==> config.mk <==
export PLATFORM = sky130hd
export DESIGN_NAME = cam_tag_array_snoop
export DESIGN_NICKNAME = d
export VERILOG_FILES = /design/src/rtl/cam_tag_array_snoop.sv
export SDC_FILE = /design/constraint.sdc
export NUM_CORES = 2
export LEC_CHECK = 0
export CORE_MARGIN = 2
export CORE_UTILIZATION = 45
export DETAILED_ROUTE_END_ITERATION = 7
export PLACE_DENSITY_LB_ADDON = 0.1
export SKIP_CTS_REPAIR_TIMING = 1
export SLEW_MARGIN = 30
export SYNTH_ARGS = -nofsm -noshare
export SYNTH_HDL_FRONTEND = slang
export SYNTH_SLANG_ARGS = --single-unit
export TNS_END_PERCENT = 10
==> constraint.sdc <==
create_clock -name clk_i -period 3.2 [get_ports clk_i]
set_clock_uncertainty 0.2 [all_clocks]
set_input_delay 0.48 -clock clk_i [delete_from_list [all_inputs] [get_ports clk_i]]
set_output_delay 0.48 -clock clk_i [all_outputs]
set_load 0.005 [all_outputs]
==> src/rtl/cam_tag_array_snoop.sv <==
// CAM tag array: per-entry set/clear, combinational multi-hit match and binary-address snoop.
// Each entry is its own instance; the top only gathers per-entry state into the snoop mux.
module cam_tag_array_snoop_entry #(
  parameter int width_p = 32
) (
  input  logic               clk_i,
  input  logic               reset_i,
  input  logic               w_v_i,
  input  logic               w_set_not_clear_i,
  input  logic [width_p-1:0] w_tag_i,
  input  logic               r_v_i,
  input  logic [width_p-1:0] r_tag_i,
  output logic               valid_o,
  output logic [width_p-1:0] tag_o,
  output logic               match_o
);
  logic               valid_r;
  logic [width_p-1:0] tag_r;

  // A clear drops only the valid bit so the snoop port can still drain the old tag.
  always_ff @(posedge clk_i) begin
    if (reset_i) begin
      valid_r <= 1'b0;
      tag_r   <= '0;
    end else if (w_v_i) begin
      valid_r <= w_set_not_clear_i;
      if (w_set_not_clear_i) tag_r <= w_tag_i;
    end
  end

  assign valid_o = valid_r;
  assign tag_o   = tag_r;
  assign match_o = r_v_i & valid_r & (tag_r == r_tag_i);
endmodule

module cam_tag_array_snoop #(
  parameter  int width_p   = 32,
  parameter  int els_p     = 16,
  localparam int lg_els_lp = (els_p > 1) ? $clog2(els_p) : 1
) (
  input  logic                 clk_i,
  input  logic                 reset_i,
  input  logic [els_p-1:0]     w_v_i,
  input  logic                 w_set_not_clear_i,
  input  logic [width_p-1:0]   w_tag_i,
  output logic [els_p-1:0]     w_empty_o,
  input  logic                 r_v_i,
  input  logic [width_p-1:0]   r_tag_i,
  output logic [els_p-1:0]     r_match_o,
  input  logic [lg_els_lp-1:0] snoop_addr_i,
  output logic [width_p-1:0]   snoop_tag_o
);
  logic [els_p-1:0]              valid;
  logic [els_p-1:0][width_p-1:0] tags;

  for (genvar k = 0; k < els_p; k++) begin : g_el
    cam_tag_array_snoop_entry #(.width_p(width_p)) u_el (
      .clk_i             (clk_i),
      .reset_i           (reset_i),
      .w_v_i             (w_v_i[k]),
      .w_set_not_clear_i (w_set_not_clear_i),
      .w_tag_i           (w_tag_i),
      .r_v_i             (r_v_i),
      .r_tag_i           (r_tag_i),
      .valid_o           (valid[k]),
      .tag_o             (tags[k]),
      .match_o           (r_match_o[k])
    );
  end

  assign w_empty_o = ~valid;

  // Compare-select rather than index so out-of-range addresses fall through to zero.
  always_comb begin
    snoop_tag_o = '0;
    for (int k = 0; k < els_p; k++)
      if (snoop_addr_i == lg_els_lp'(k)) snoop_tag_o = tags[k];
  end
endmodule

# After elaboration in Yosys (flattened, before gate mapping)
# Cells that the tools add are included.
[word_totals] word_cells=129 regBits=528
[classes] mux=16 n_reduce_logical=17 eq_ne=31 bitwise_logic=33
[op_table] operator="equality test 32 bit" n=16
[op_table] operator="two-way mux 32 bit" n=16
[op_table] operator="AND 1 bit" n=32
[op_table] operator="equality test 4 bit (second input constant)" n=8
[op_table] operator="AND reduction 2 bit" n=16
[op_table] operator="equality test 4 x 3 -> 1 bit (second input constant)" n=4
[op_table] operator="NOT 16 bit" n=1
[op_table] operator="equality test 4 x 2 -> 1 bit (second input constant)" n=2
[op_table] operator="equality test 4 x 1 -> 1 bit (second input constant)" n=1
[op_table] operator="zero test 4 bit" n=1

# Longest topological paths before layout
[depth] depth_word=17 mapped_depth=10

# Hierarchy
# Synthesis repeated with hierarchy kept, for this count alone.
[hier_totals] hier_cells=3808 area_unflattened_um2=29130.4
[by_module_without_submodules] module="cam_tag_array_snoop_entry" instances=16 area_each_um2=1485.2 cells_per_inst=188
[by_module_without_submodules] module="cam_tag_array_snoop" instances=1 area_each_um2=5367.6 cells_per_inst=800

# Worst setup path before layout
# Ideal clock, no wire load.
[synth_path] path_type="input -> output" startpoint="input r_tag_i[6]" endpoint="output r_match_o[10]" path_slack_ps=471 t_arrival_ps=2049 path_buffers=3 stages=7 cell_sequence="clkbuf_1 -> buf_2 -> xnor2_1 -> nand4_1 -> or4_1 -> nor4_2 -> buf_4"
[synth_via] elab_chain_len=2
[synth_lines] element="start: declaration" line_no="48" text="input logic [width_p-1:0] r_tag_i,"
[synth_lines] element="equality test 32 bit" line_no="33" text="assign match_o = r_v_i & valid_r & (tag_r == r_tag_i);"
[synth_lines] element="AND 1 bit" line_no="33"
[synth_lines] element="end: declaration" line_no="49" text="output logic [els_p-1:0] r_match_o,"
# Every way passes these cells.

# Worst setup path after layout
[layout_path] startpoint="register g_el[14].u_el.tag_r[10]" endpoint="output r_match_o[14]"
[layout_via] elab_chain_len=2
[layout_lines] element="start: declaration" line_no="18" text="logic [width_p-1:0] tag_r;"
[layout_lines] element="start signal: assignment" line_no="27" text="if (w_set_not_clear_i) tag_r <= w_tag_i;"
[layout_lines] element="equality test 32 bit" line_no="33"
[layout_lines] element="AND 1 bit" line_no="33"
# Every way passes these cells.

==> flow_summary.yaml <==
flow_run:
  max-cap-violations: 0
floorplan:
  dieArea_um2: 67700
  io_pins: 152
  die_y_um: 260
  core-area_um2: 64700
  dieWidth_um: 260
  std_cell_rows: 93
  initial_core_util_pct: 45.7
worst_setup_path:
  crit_path_end_kind: "output port"
  worstPathMaxFanout: 2
  required_ps: 2520
  crit_arrival_ps: 2990
  path_class: "reg2out"
  timing.critical_path.from_type: "flip-flop"
detailed_routing:
  wl_per_cell_um: 31.4
  first_iter_violations: 6420
  num_vias: 32380
  totalWireLength_mm: 164
  viasPerCell: 6.19
  detail-route-antenna-nets: 0
  drc: 0
  dr.pass1.iters: 7
sta:
  setup_tns_ps: -9370
  final-hold-violation-count: 0
  relSlewSlack_pct: 31.9
  worst_hold_slack_ps: 66.3
  final.period_utilization_pct: 115
  setup_ws_ps: -468
  drv_slew: 0
  setup_violations: 34
  tightest_slew_ps: 1020
  fmax_mhz: 273
  rsz0062_at_grt: "yes"
  finalCriticalPeriod_ps: 3670
clock_tree:
  worstSkewPairLatency_ps: 640
  path_clk_slew_ps: 60
  ctsRootBufferMaster: "clkbuf_16"
  clk_path_buf_depth: 3
  cts_buffers: 59
  cts_tree: "built"
  htreeDepth: 2
  cts.sinks: 528
logic_synthesis:
  muxShareOfSynthArea_pct: 5.02
  synth_top_family_by_area: "simple AND/OR/NAND/NOR gates"
  syn_area_per_cell_um2: 7.66
  syn_area_um2: 29500
  synthTopCellsByArea: "dfxtp_1 (36%), nand2_1 (14%), xor2_1 (11%)"
  synthArstFlopShare_pct: 0
  synth_cell_type_count: 59
  ys_seq_elements: 528
  synth.net_count: 3943
  synth_edf_count: 0
  syn_inst: 3855
  synthSimpleGateAreaFrac_pct: 20.5
  ys_seq_area_share_pct: 35.8
  synth_compound_area_share_pct: 16.2
  yosys.area.top_type: "dfxtp_1"
  yosysTopAreaCellShare_pct: 35.8
  ys.flop_type: "dfxtp_1"
  yosys.area_share.adder_pct: 0
  yosys_warnings: 0
  synth_xor_area_share_pct: 15.2
global_routing:
  grt_antenna_before_repair: 2
  grt_pass1_vias: 28458
  grt_max_degree: 80
  gr-total-overflow: 0
  grt_pass1_wl_mm: 221
  grt_use_total_pct: 46.3
min_path:
  hold_path.class: "in2reg"
placed_design:
  placed_area_um2: 35300
  place.gp.congestion: 1.08
  port_buffers: 151
  hpwl_mm: 118
  post-place-cells: 5047
pwr:
  p_per_area_nw_per_um2: 483
  p_leak_uw: 0.0163
  peakVddDrop_mv: 0.450
cells_and_area:
  nNetsFinal: 4417
  mostFrequentLayoutCell: "nand2_1"
  final_cell_area_um2: 39200
  post-route-util_pct: 60.5
  drive_above_1_share_pct: 23.0
  area_growth_syn_to_layout_pct: 32.6
  final_cells: 5229
  final_cell_mix: "nand2_1 (1088), a21oi_1 (592), buf_4 (571)"
run_status:
  outcome: "complete, but fails checks"
  violations: "negative setup slack"
-- registers in the layout (all words and copies together) (netlist names) --
signal,flops
g_el.u_el.valid_o,16
g_el.u_el.tag_o,512
-- final cells by class --
class | instances | area [um^2]
inverters | 23 | 90.1
clock buffers | 80 | 1710
repair buffers | 811 | 7600
multi-input cells | 2906 | 17700
well taps | 855 | 1070
clock inverters | 25 | 382
diodes | 1 | 2.50
fillers | 5911 | 25500
flip-flops and latches | 528 | 10600
-- cell usage after synthesis, drive strengths merged (21+ instances only) --
master  count
nand2    1091
a21oi     592
dfxtp     528
xor2      372
clkbuf    275
xnor2     139
buf       123
o21ai     111
nor4       97
nor2       71
mux2i      67
nand4      63
mux2       34
a221oi     30
nand2b     26
inv        22
o22ai      21
-- per-layer routing --
| metal | track usage, % | up-vias | wire length [um] |
|---|---|---|---|
| met4 | 18.0 | 2 | 8950 |
| met1 | 66.4 | 15394 | 64400 |
| met5 | 0 | - | 10 |
| met3 | 14.1 | 448 | 25600 |
| li1 | - | 13840 | - |
| met2 | 64.3 | 2696 | 65000 |
-- logic make-up (layout without fill, tap and decap cells) --
group / after synthesis / in the layout
AND/OR/NAND/NOR: 1415 / 1415
AO/OA/AOI/OAI: 860 / 860
flip-flops: 528 / 528
XOR/XNOR: 511 / 511
buffers and inverters: 421 / 939
multiplexers: 120 / 120
other: 0 / 1
-- worst paths after layout --
kind                           start                endpoint  slack, ps  depth (start not counted)
max          g_el[14].u_el.tag_o[10]           r_match_o[14]       -470                          7
min                          reset_i  g_el[6].u_el.tag_o[29]         70                          2
max reg2reg   g_el[12].u_el.tag_o[7]  g_el[12].u_el.tag_o[7]       2000                          3
min reg2reg   g_el[2].u_el.tag_o[26]  g_el[2].u_el.tag_o[26]        280                          2
-- critical path: stages, from the launching register on --
cell and delay [ps]:
dfxtp_4 370, xor2_2 160, nor4_1 270, nand4_1 250, or4_4 610, nor4_4 410, buf_4 180, buf_6 80
-- stage by stage --
stage	power, uW	setup WS (ps)
after global routing	19200	-474
after CTS	18500	-1250
after detailed placement	11100	-1250
final	18900	-468
after floorplan	9000	471
after global placement	11100	-1270
-- power breakdown --
part           leakage [uW]  internal (uW)  total (uW)  switching (uW)
clock network       0.00104           4500        7540            3040
registers           0.00434           6880        7300             417
logic                0.0109           1590        4080            2490
total                0.0163          13000       18900            5950
Note: power is estimated with default switching activity, not from simulation.
